<file path="src/rtl/control_unit.sv">
// -----------------------------------------------------------------------------
// control_unit -- upstream control stage of the Project B processor.
//
// Holds the program counter and instruction register. Fetches 16-bit words
// from a synchronous (registered) instruction ROM, decodes them, and runs a
// Moore FSM that drives every DataPath control input.
//
// Instruction set (IR[15:12] = opcode):
//   NOOP 0000 | STORE 0001 D[IR11:8] <= RF[IR7:4] | LOAD 0010 RF[IR3:0] <= D[IR11:8]
//   ADD  0011 RF[IR3:0] <= RF[IR11:8] + RF[IR7:4]
//   SUB  0100 RF[IR3:0] <= RF[IR11:8] - RF[IR7:4]  | HALT 0101
//
// Build option:
//   CU_ILLEGAL_HALT_EN  defined   : opcodes 0110-1111 send the FSM to HALT
//                                   (IR_out keeps the offending word).
//                       undefined : opcodes 0110-1111 execute as NOOP.
//
// Ports:
//   clk, rst_n    clock / asynchronous active-low reset
//   I_Data        instruction ROM q (valid one cycle after I_Addr)
//   I_Addr        instruction ROM address (= PC)
//   D_Addr        data-memory address          D_WriteEn   data-memory write enable
//   MuxS          RF write-data select (1 = memory, 0 = ALU)
//   RegF_W_addr   RF write address             RegF_W_en   RF write enable
//   RegF_Ra_addr  RF read port A address       RegF_Rb_addr RF read port B address
//   ALU_S         ALU select (000 pass-A, 001 ADD, 010 SUB)
//   PC_out, IR_out, State_out   debug views of PC, IR and FSM state
//   Halted        high while the FSM sits in HALT
// -----------------------------------------------------------------------------
module control_unit #(
  parameter int PC_W = 7
) (
  input  logic            clk,
  input  logic            rst_n,
  input  logic [15:0]     I_Data,
  output logic [PC_W-1:0] I_Addr,
  output logic [3:0]      D_Addr,
  output logic            D_WriteEn,
  output logic            MuxS,
  output logic [3:0]      RegF_W_addr,
  output logic            RegF_W_en,
  output logic [3:0]      RegF_Ra_addr,
  output logic [3:0]      RegF_Rb_addr,
  output logic [2:0]      ALU_S,
  output logic [PC_W-1:0] PC_out,
  output logic [15:0]     IR_out,
  output logic [3:0]      State_out,
  output logic            Halted
);

  localparam logic [3:0] OP_NOOP  = 4'b0000;
  localparam logic [3:0] OP_STORE = 4'b0001;
  localparam logic [3:0] OP_LOAD  = 4'b0010;
  localparam logic [3:0] OP_ADD   = 4'b0011;
  localparam logic [3:0] OP_SUB   = 4'b0100;
  localparam logic [3:0] OP_HALT  = 4'b0101;

  localparam logic [2:0] ALU_PASS_A = 3'b000;
  localparam logic [2:0] ALU_ADD    = 3'b001;
  localparam logic [2:0] ALU_SUB    = 3'b010;

  // INIT is encoded as 0 so every output reads 0 while reset is held.
  typedef enum logic [3:0] {
    S_INIT   = 4'd0,
    S_FETCH  = 4'd1,
    S_DECODE = 4'd2,
    S_LOAD_A = 4'd3,
    S_LOAD_B = 4'd4,
    S_STORE  = 4'd5,
    S_ADD    = 4'd6,
    S_SUB    = 4'd7,
    S_NOOP   = 4'd8,
    S_HALT   = 4'd9
  } state_t;

  state_t          state_q, state_d;
  logic [PC_W-1:0] pc_q, pc_d;
  logic [15:0]     ir_q, ir_d;

  // NOTE: state registers use non-blocking assignments so every flop samples
  // the pre-edge value of its neighbours; the async reset clears them at once,
  // which aborts an instruction and drops its write enable in the same cycle.
  always_ff @(posedge clk or negedge rst_n) begin
    if (!rst_n) begin
      state_q <= S_INIT;
      pc_q    <= '0;
      ir_q    <= '0;
    end else begin
      state_q <= state_d;
      pc_q    <= pc_d;
      ir_q    <= ir_d;
    end
  end

  // Next-state and Moore control outputs (enables/selects depend on state only).
  always_comb begin
    // NOTE: every variable gets a default before the case so no path can
    // leave one unassigned and infer a latch.
    state_d   = state_q;
    pc_d      = pc_q;
    ir_d      = ir_q;
    D_WriteEn = 1'b0;
    MuxS      = 1'b0;
    RegF_W_en = 1'b0;
    ALU_S     = ALU_PASS_A;

    case (state_q)
      S_INIT: begin
        pc_d    = '0;
        ir_d    = '0;
        state_d = S_FETCH;
      end
      S_FETCH: begin
        pc_d    = pc_q + PC_W'(1);   // wraps naturally at 2**PC_W
        state_d = S_DECODE;
      end
      S_DECODE: begin
        // ROM q now holds the word addressed during FETCH; IR is not loaded
        // yet, so decode straight from I_Data.
        ir_d = I_Data;
        case (I_Data[15:12])
          OP_NOOP:  state_d = S_NOOP;
          OP_STORE: state_d = S_STORE;
          OP_LOAD:  state_d = S_LOAD_A;
          OP_ADD:   state_d = S_ADD;
          OP_SUB:   state_d = S_SUB;
          OP_HALT:  state_d = S_HALT;
          default: begin
`ifdef CU_ILLEGAL_HALT_EN
            state_d = S_HALT;
`else
            state_d = S_NOOP;
`endif
          end
        endcase
      end
      S_LOAD_A: state_d = S_LOAD_B;   // memory read in flight
      S_LOAD_B: begin
        MuxS      = 1'b1;
        RegF_W_en = 1'b1;
        state_d   = S_FETCH;
      end
      S_STORE: begin
        D_WriteEn = 1'b1;
        ALU_S     = ALU_PASS_A;       // write data is ALU_A = RF[Ra]
        state_d   = S_FETCH;
      end
      S_ADD: begin
        ALU_S     = ALU_ADD;
        RegF_W_en = 1'b1;
        state_d   = S_FETCH;
      end
      S_SUB: begin
        ALU_S     = ALU_SUB;
        RegF_W_en = 1'b1;
        state_d   = S_FETCH;
      end
      S_NOOP:  state_d = S_FETCH;
      S_HALT:  state_d = S_HALT;      // only reset leaves HALT
      default: state_d = S_INIT;
    endcase
  end

  // Address outputs come from IR alone, so they are stable for the whole
  // execution of an instruction; fields unused by an opcode read as 0.
  always_comb begin
    D_Addr       = 4'd0;
    RegF_Ra_addr = 4'd0;
    RegF_Rb_addr = 4'd0;
    case (ir_q[15:12])
      OP_STORE: begin
        D_Addr       = ir_q[11:8];
        RegF_Ra_addr = ir_q[7:4];
      end
      OP_LOAD: D_Addr = ir_q[11:8];
      OP_ADD, OP_SUB: begin
        RegF_Ra_addr = ir_q[11:8];
        RegF_Rb_addr = ir_q[7:4];
      end
      default: ;
    endcase
  end

  assign RegF_W_addr = ir_q[3:0];
  assign I_Addr      = pc_q;
  assign PC_out      = pc_q;
  assign IR_out      = ir_q;
  assign State_out   = state_q;
  assign Halted      = (state_q == S_HALT);

endmodule

</file>
<file path="config.mk">
export PLATFORM = sky130hd
export DESIGN_NAME = control_unit
export DESIGN_NICKNAME = d
export VERILOG_FILES = /design/src/rtl/control_unit.sv
export SDC_FILE = /design/constraint.sdc
export NUM_CORES = 1
export LEC_CHECK = 0
export ABC_AREA = 1
export CAP_MARGIN = 40
export CORE_MARGIN = 3
export CORE_UTILIZATION = 32
export DETAILED_ROUTE_END_ITERATION = 7
export GPL_TIMING_DRIVEN = 0
export PLACE_DENSITY = 0.63
export REMOVE_ABC_BUFFERS = 1
export SLEW_MARGIN = 5
export SYNTH_ARGS = -nofsm -noshare
export SYNTH_HDL_FRONTEND = slang
export SYNTH_SLANG_ARGS = --single-unit
export TNS_END_PERCENT = 10
</file>
<file path="constraint.sdc">
create_clock -name clk -period 3.4 [get_ports clk]
set_input_delay 0.68 -clock clk [delete_from_list [all_inputs] [get_ports clk]]
set_output_delay 0.68 -clock clk [all_outputs]
set_load 0.005 [all_outputs]
</file>
==> key figures <==
Job
  – Maxcap violations: 0

Place
  – RD Place Congestion: around 0.8
  – Port buffer count: 73
  – Placed inst area: roughly 2200 sq um
  – Placement Setup Slack: 1.110 ns
  – Dpl hpwl: around 3.1 mm

Route
  – Starting DRT DRC Count: between 80 and 90
  – DRC viols: 0
  – Vias: around 1,500
  – DRT Pass-1 Iters: 4
  – Vias per inst: ~4.6
  – Drt wl/cell: 12.32 um
  – Detailed-route wire length: between 3 and 4 mm
  – Final ANT Viol Nets: 0

Clock network
  – CTS root buf: clkbuf_8
  – Resized cells post-CTS: 0
  – Cts-stage hold buffer count: 0
  – Clk Latency, worst-skew pair: 0.27 ns
  – Reg clk slew, reported paths: 0.10 ns
  – CTS tree: yes
  – # H-tree levels: 1
  – CTS Buf Count: 3
  – Post-CTS Setup Bufs: 0
  – Clock buffer depth: 2
  – Sink Count: 27

Synthesis
  – Mux contribution to synthesized area: 0%
  – Yosys warns: 0
  – Distinct cell type count after synthesis: 21
  – Synthesized area per cell: around 7.3 sq um
  – Adder-cell share of the synthesized area: less than 1%
  – Register area share after synthesis: 44.44%
  – Mapped cell area: 1520 sq um
  – Synth Area in XOR/XNOR: 0%
  – Largest family of logic cells by synthesized area: simple AND/OR/NAND/NOR gates
  – Synth Area in Compound Gates: 10.04%
  – Simple-gate portion of the synthesized area: just under 30%
  – Cell count after synthesis: approximately 210
  – Flops & latches, synth: 27

Floorplan
  – Row cnt: 24
  – Die X: roughly 75 um
  – Io pins: between 70 and 80
  – Die boundary height: ~75 um
  – Die area: roughly 5600 sq um
  – Starting density of the core: 33.98%
  – CORE AREA: 4474 sq um

Layout
  – Most frequent cells in the layout: clkdlybuf4s50_1 (73), nand2_1 (62), dfrtp_1 (27), inv_1 (27), o21ai_0 (22)
  – Fillers: between 400 and 500
  – Reg area: 675.6 sq um
  – Multi-input gate area: between 600 and 700 sq um
  – Synth-to-Final Area Change: 49.05%
  – Layout cells sized above 1: about 4.4%
  – N_diodes: 0
  – Most common cell after layout, fill and taps aside: clkdlybuf4s50_1
  – Final net count: about 290
  – Final Cell Area: about 2300 sq um

Critical path
  – Worst r2r path cells: 5
  – Critical path type: reg2out
  – Element type at the critical path end: primary output
  – Reg-to-reg startpoint: State_out[0]$_DFF_PN0_
  – Terminus of the critical flop-to-flop path: State_out[3]$_DFF_PN0_
  – Worst setup SP type: flop
  – CP arrival: about 1.9 ns
  – Max FO, Critical Path: 5
  – Critical path required time: 2.72 ns
  – R2r setup slk: between 1.5 and 2 ns
  – Crit path to: RegF_Ra_addr[3]
  – Worst Setup SP: IR_out[14]$_DFFE_PN0P_

Timing
  – Slew @ Worst Pin: ~0.64 ns
  – Highest clock rate: just under 400 MHz
  – Final worst setup slack: between 0.8 and 0.9 ns
  – Fin crit period: between 2 and 3 ns
  – Skew final: 0.004140 ns
  – Final-report hold violation count: 0
  – Final cycle utilization of the critical path: about 76%
  – RSZ-0062 raised after global routing: no
  – Min Hold Slack: 0.5258 ns
  – Final setup viols: 0
  – Slew Limit Headroom: roughly 57%
  – Fin. max-slew vios: 0
  – Setup TNS: 0 ns

GRT
  – First-pass GRT wire length: about 6.5 mm
  – Overflow after GRT: 0
  – Initial antenna violation count: 0
  – Pin count of the biggest net entering global routing: 19
  – Vias in the first global route: 1,407
  – Total GRT Usage: about 15%

Pwr
  – Power Density: between 600 and 700 nW/um^2
  – Leak Pwr: 1.012 nW
  – Max rail drop VDD: around 400 uV

Min path
  – Worst hold path type: reg2reg

Status
  – Status: finished clean
==> cells by family (layout without fill, tap and decap cells) <==
kind of cell               count (synthesis)  after routing
DFF                                       27             27
and+or+nand+nor                          106            106
other                                      1              1
AOI/OAI and AO/OA                         29             29
adders and majority gates                  1              1
buffers and inverters                     44            107
==> synth_stat cells <==
library cell | instances | share of area (%)
a21oi_1 | 4 | 1.3
a22o_2 | 1 | 0.66
a31oi_1 | 1 | 0.41
buf_4 | 13 | 6.4
buf_6 | 1 | 0.74
clkbuf_2 | 1 | 0.33
conb_1 | 1 | 0.25
dfrtp_1 | 27 | 44
ha_1 | 1 | 0.82
inv_1 | 27 | 6.7
inv_2 | 2 | 0.49
nand2_1 | 62 | 15
nand2_4 | 2 | 1.5
nand3_1 | 15 | 4.9
nand4_1 | 3 | 1.2
nor2_1 | 19 | 4.7
nor2_2 | 1 | 0.41
nor2_4 | 1 | 0.74
nor3_1 | 3 | 0.99
o21ai_0 | 22 | 7.2
o22ai_1 | 1 | 0.41
==> metrics by stage <==
stage	total power, mW	instances	utilization, %
floorplan	0.8865	193	-
CTS	1.552	323	50.64
global route	1.681	323	50.64
detailed placement	1.358	319	49.55
finish	1.528	323	50.64
global placement	1.346	318	49.22
==> worst max-delay path: stages (launching register included) <==
cell             delay [ns]
dfrtp_1                0.42
nor2_1                 0.18
nand3_1                0.21
inv_1                  0.18
nand2_1                0.07
nand2_1                0.06
clkdlybuf4s50_1        0.51
==> layout make-up <==
class | count | share of cell area (%)
clock buffer | 3 | 1.822
clock inverter | 1 | 0.3313
inverter | 29 | 4.804
multi-input combinational | 137 | 27.44
sequential | 27 | 29.82
tap | 52 | 2.871
timing repair buffer | 74 | 32.91
==> per-layer routing <==
metal / up-vias / global-route usage, % / routed length, um
met3: 2 / 1.202 / 156
met1: 666 / 21.24 / 1941
met4: 0 / 4.743 / 32
met2: 38 / 23.79 / 1849
met5: - / 0 / 0
li1: 767 / - / -
==> state kept, by name, summed over array words and instances, names as in the netlist <==
register / cells
State_out: 4
I_Addr: 7
IR_out: 16
==> how the worst min path moves through the flow <==
stage | from | endpoint | slack, ns | cells after the start
2_1_floorplan | rst_n | IR_out[0]$_DFFE_PN0P_ | 0.38 | 0
3_3_place_gp | IR_out[0]$_DFFE_PN0P_ | IR_out[0]$_DFFE_PN0P_ | 0.50 | 2
3_5_place_dp | IR_out[0]$_DFFE_PN0P_ | IR_out[0]$_DFFE_PN0P_ | 0.51 | 2
4_1_cts | IR_out[0]$_DFFE_PN0P_ | IR_out[0]$_DFFE_PN0P_ | 0.53 | 2
5_1_grt | IR_out[0]$_DFFE_PN0P_ | IR_out[0]$_DFFE_PN0P_ | 0.56 | 2
6_report | IR_out[0]$_DFFE_PN0P_ | IR_out[0]$_DFFE_PN0P_ | 0.53 | 2
==> power by group <==
group	leakage, nW	switching [mW]	internal (mW)
Clock	0.0217	0.107	0.0833
Combinational	0.628	0.406	0.402
Sequential	0.363	0.109	0.420
Total	1.01	0.622	0.906
Note: power is estimated with default switching activity, not from simulation.
